===== src/rtl/out_reg_bank_ser.sv =====
// Multi-channel IO-tile output register bank with per-channel bypass and an
// optional RATIO:1 parallel-to-serial front end feeding the registered path.
module out_reg_bank_ser #(
  parameter int unsigned NCH        = 4,
  parameter int unsigned PIPE_DEPTH = 1,
  parameter int unsigned MODE       = 0,
  parameter int unsigned RATIO      = 4
) (
  input  logic                 IQC,
  input  logic                 QRT_N,
  input  logic                 CE,
  input  logic [NCH-1:0]       OSEL,
  input  logic [NCH-1:0]       OQI,
  input  logic [NCH*RATIO-1:0] PAR_DATA,
  input  logic                 LOAD_VLD,
  output logic                 LOAD_RDY,
  output logic                 BUSY,
  output logic [NCH-1:0]       F2A
);

  localparam int unsigned PW = NCH * RATIO;
  localparam int unsigned TW = (PIPE_DEPTH > 1) ? (PIPE_DEPTH - 1) * NCH : NCH;

  // stage 0 of the registered path, and the stage that reaches the pad mux
  logic [NCH-1:0] head;
  logic [NCH-1:0] last;

  if (NCH < 1 || NCH > 16) begin : g_bad_nch
    $error("out_reg_bank_ser: NCH=%0d outside 1..16", NCH);
  end
  if (PIPE_DEPTH < 1 || PIPE_DEPTH > 4) begin : g_bad_depth
    $error("out_reg_bank_ser: PIPE_DEPTH=%0d outside 1..4", PIPE_DEPTH);
  end
  if (MODE > 1) begin : g_bad_mode
    $error("out_reg_bank_ser: MODE=%0d is not 0 or 1", MODE);
  end
  if (MODE == 1 && (RATIO < 2 || RATIO > 8)) begin : g_bad_ratio
    $error("out_reg_bank_ser: RATIO=%0d outside 2..8", RATIO);
  end

  if (MODE == 1) begin : g_ser
    localparam int unsigned CNT_W = $clog2(RATIO);
    localparam logic [0:0] ST_IDLE  = 1'b0;
    localparam logic [0:0] ST_SHIFT = 1'b1;

    logic [0:0]       state_q, state_d;
    logic [CNT_W-1:0] cnt_q, cnt_d;
    logic [PW-1:0]    shreg_q, shreg_d;
    logic             load_rdy_c;
    logic             xfer_c;

    // ready only when idle or presenting the final bit, so reloads are gapless
    assign load_rdy_c = QRT_N & CE &
                        ((state_q == ST_IDLE) | ((state_q == ST_SHIFT) & (cnt_q == '0)));
    assign xfer_c     = LOAD_VLD & load_rdy_c;

    always_comb begin
      state_d = state_q;
      cnt_d   = cnt_q;
      shreg_d = shreg_q;
      case (state_q)
        ST_IDLE: begin
          if (xfer_c) begin
            shreg_d = PAR_DATA;
            cnt_d   = CNT_W'(RATIO - 1);
            state_d = ST_SHIFT;
          end
        end
        ST_SHIFT: begin
          if (cnt_q == '0) begin
            if (xfer_c) begin
              shreg_d = PAR_DATA;
              cnt_d   = CNT_W'(RATIO - 1);
            end else begin
              shreg_d = '0;
              state_d = ST_IDLE;
            end
          end else begin
            for (int c = 0; c < int'(NCH); c++) begin
              shreg_d[c*RATIO +: RATIO] = {1'b0, shreg_q[c*RATIO+1 +: RATIO-1]};
            end
            cnt_d = cnt_q - CNT_W'(1);
          end
        end
        default: begin
          shreg_d = '0;
          cnt_d   = '0;
          state_d = ST_IDLE;
        end
      endcase
    end

    always_ff @(posedge IQC or negedge QRT_N) begin
      if (!QRT_N) begin
        state_q <= ST_IDLE;
        cnt_q   <= '0;
        shreg_q <= '0;
      end else if (CE) begin
        state_q <= state_d;
        cnt_q   <= cnt_d;
        shreg_q <= shreg_d;
      end
    end

    for (genvar c = 0; c < int'(NCH); c++) begin : g_head
      assign head[c] = shreg_q[c*RATIO];
    end

    assign LOAD_RDY = load_rdy_c;
    assign BUSY     = (state_q == ST_SHIFT);
  end else begin : g_sdr
    logic [NCH-1:0] head_q;
    logic           unused_par;

    // parallel-load inputs have no meaning in SDR mode
    assign unused_par = ^{PAR_DATA, LOAD_VLD};

    always_ff @(posedge IQC or negedge QRT_N) begin
      if (!QRT_N) begin
        head_q <= '0;
      end else if (CE) begin
        head_q <= OQI;
      end
    end

    assign head     = head_q;
    assign LOAD_RDY = 1'b0;
    assign BUSY     = 1'b0;
  end

  if (PIPE_DEPTH > 1) begin : g_tail
    logic [TW-1:0]     tail_q;
    logic [TW+NCH-1:0] chain;

    // chain = {stage[PIPE_DEPTH-1] .. stage1, stage0}; one shift per CE edge
    assign chain = {tail_q, head};

    always_ff @(posedge IQC or negedge QRT_N) begin
      if (!QRT_N) begin
        tail_q <= '0;
      end else if (CE) begin
        tail_q <= chain[TW-1:0];
      end
    end

    assign last = chain[TW+NCH-1 -: NCH];
  end else begin : g_no_tail
    assign last = head;
  end

  // pad mux stays live through reset; OSEL is deliberately unregistered
  assign F2A = (OSEL & OQI) | (~OSEL & last);

endmodule


===== config.mk =====
export PLATFORM = sky130hd
export DESIGN_NAME = out_reg_bank_ser
export DESIGN_NICKNAME = d
export VERILOG_FILES = /design/src/rtl/out_reg_bank_ser.sv
export SDC_FILE = /design/constraint.sdc
export NUM_CORES = 1
export LEC_CHECK = 0
export CAP_MARGIN = 20
export CORE_AREA = 2 2 39 41
export DETAILED_ROUTE_END_ITERATION = 8
export DIE_AREA = 0 0 41 43
export HOLD_SLACK_MARGIN = 0.03
export PLACE_DENSITY = 0.69
export SLEW_MARGIN = 20
export SYNTH_ARGS = -nofsm -noshare
export SYNTH_HDL_FRONTEND = slang
export SYNTH_SLANG_ARGS = --single-unit

===== constraint.sdc =====
create_clock -name IQC -period 1.05 [get_ports IQC]
set_input_delay 0.21 -clock IQC [delete_from_list [all_inputs] [get_ports IQC]]
set_output_delay 0.21 -clock IQC [all_outputs]
set_load 0.01 [all_outputs]

==> flow_metrics.tcl <==
set metrics [dict create \
    grt_max_degree 5 \
    slowest_delay_ns 0.37 \
    avgSynthCellArea_um2 13.9 \
    syn_area_um2 209 \
    boundaryPins 34 \
    post-route-period-util_pct 115 \
    cp.required_ns 0.84 \
    drv_slew 0 \
    grt_pass1_wl_um 627 \
    failed_checks "setup timing" \
    hold_violations 0 \
    total_power_mw 0.497 \
    initial_utilization_pct 15.1 \
    totalWireLength_um 429 \
    port-buffer-count 14 \
    cp.arrival_ns 0.99 \
    status "finished with violations" \
    ys_warn_count 0 \
    maxCapViolations 0 \
    clk_pin_slew_ns 0.04 \
    final_critical_path_setup_slack_ns -0.154 \
    intPower_mw 0.385 \
    core_mm2 0.00138 \
    cts_tree "done" \
    die_y_um 43 \
    antenna_found_initial 0 \
    largestRegisters "g_sdr.head_q (4)" \
    slowest_stage "dfrtp_1" \
    cts.sinks 4 \
    path_class "reg -> out" \
    dieArea_mm2 0.00176 \
    antenna_cells 0 \
    rsz0062_at_grt "true" \
    drc 0 \
    vias 179 \
    finalSetupTns_ns -0.598 \
    ir_worst_vdd_v 0.000356 \
    p_switching_mw 0.112 \
    cp_top_family "flip-flops" \
    avgViaCountPerCell 3.65 \
    final_common_cell "dlygate4sd2_1" \
    clockRootBuffer "clkbuf_4" \
    grt.overflow.total 0 \
    nNetsFinal 63 \
    postLayoutCoreUtil_pct 29.3 \
    p_leak_nw 0.200 \
    ant_nets 0 \
    dr.pass1.iters 1 \
    holdWs_ns 0.173 \
    start_kind "flip-flop" \
    combPwrFrac_pct 25.5 \
    synth-seq-cells 4 \
    final.fill_count 163 \
    p_per_area_mw_per_mm2 1230 \
    hold_buffers 0 \
    cts_inserted_buffers 3 \
    p_sw_share_pct 22.6 \
    htree_levels 1 \
    synth_cells 15 \
    die_x_um 41 \
    regMostFlops "g_sdr.head_q" \
    hp-class "in -> async" \
    dpl-instance-area_um2 373 \
    drive_gt1_share_pct 39.4 \
    min_period_ns 1.20 \
    routabilityCongestion 0.477 \
    clkLatencyLatePin_ns 0.23 \
    path_cells "mux2_4 -> buf_6" \
    stdcell_area_um2 405 \
    syn_to_final_growth_pct 94.0 \
    track_usage_pct 6.43 \
    drt_iter0_drc 0 \
    sequentialPowerShare_pct 35.7 \
    finalSetupViolCount 4 \
    crit_fanout 2 \
    synth_seq_area_share_pct 47.9 \
    num_rows 14 \
    cts_buffer_depth 2 \
    crit_buf_inv 1 \
    largest_reg_flops 4 \
    fmax_mhz 831 \
    yosysUniqueCellTypes 4 \
    wire_per_inst_um 8.76 \
    endpoint_kind "primary output" \
    power_frac_clock_pct 38.8 \
    finClkSkew_ns 0 \
    final_cell_mix "dlygate4sd2_1 (8), mux2_4 (4), mux2_1 (4), dfrtp_1 (4), buf_6 (4)" \
    grt_pass1_vias 177 \
]
[cell type report]
type	instances	area [um^2]	area share (%)
Tap cell	16	20.0	4.94
Sequential cell	4	100	24.7
Timing Repair Buffer	16	150	37.0
Clock buffer	3	22.5	5.56
Multi-Input combinational cell	10	113	27.8
[repair_timing]
action / in CTS / in global routing
setup endpoints to repair: 4 / 4
setup buffers: 0 / 0
resized for setup: 32 / 0
endpoints found under the hold margin: 0 / 0
[metal layers]
metal / vias to the layer above / global-route usage, % / wire (um)
li1: 86 / - / -
met1: 83 / 3.87 / 141
met2: 10 / 8.75 / 208
met3: 0 / 6.28 / 78
met4: 0 / 8.00 / 0
met5: - / 0 / 0
[power groups by stage]
| stage | Sequential [mW] | Clock (mW) | Combinational [mW] |
|---|---|---|---|
| 4_1_cts | 0.177 | 0.206 | 0.129 |
| 6_report | 0.177 | 0.193 | 0.127 |
| 3_3_place_gp | 0.178 | 0 | 0.117 |
| 5_1_grt | 0.179 | 0.212 | 0.138 |
| 3_5_place_dp | 0.178 | 0 | 0.118 |
| 2_1_floorplan | 0.176 | 0 | 0.0433 |
[through the flow]
step	setup WS (ns)	std cells
after floorplan	0.179	16
after global placement	-0.624	46
after detailed placement	-0.626	46
after CTS	-0.171	49
after global routing	-0.186	49
final	-0.154	49
[synth_stat cells]
master   number  area (um^2)
conb_1        1         3.75
mux2_1        8         90.1
buf_4         2         15.0
dfrtp_1       4          100
[final timing paths]
path,start,endpoint,slack [ns],cells after the start
max in group asynchronous,QRT_N,g_sdr.head_q[1],0.72,1
worst min-delay path,QRT_N,g_sdr.head_q[3],0.17,1
worst max-delay path,g_sdr.head_q[1],F2A[1],-0.15,2
min in group IQC,OQI[3],g_sdr.head_q[3],0.34,2
worst max register to register,g_sdr.head_q[0],g_sdr.head_q[0],0.29,1
worst min register to register,g_sdr.head_q[3],g_sdr.head_q[3],0.49,1
[cells by family (layout without fill, tap and decap cells)]
kind of cell           after synthesis  after routing  synth area share (%)
muxes                                8              8                  43.1
other                                1              2                  1.79
buffers and inverters                2             19                  7.18
DFF                                  4              4                  47.9
Power figures use the tool's default switching activity.
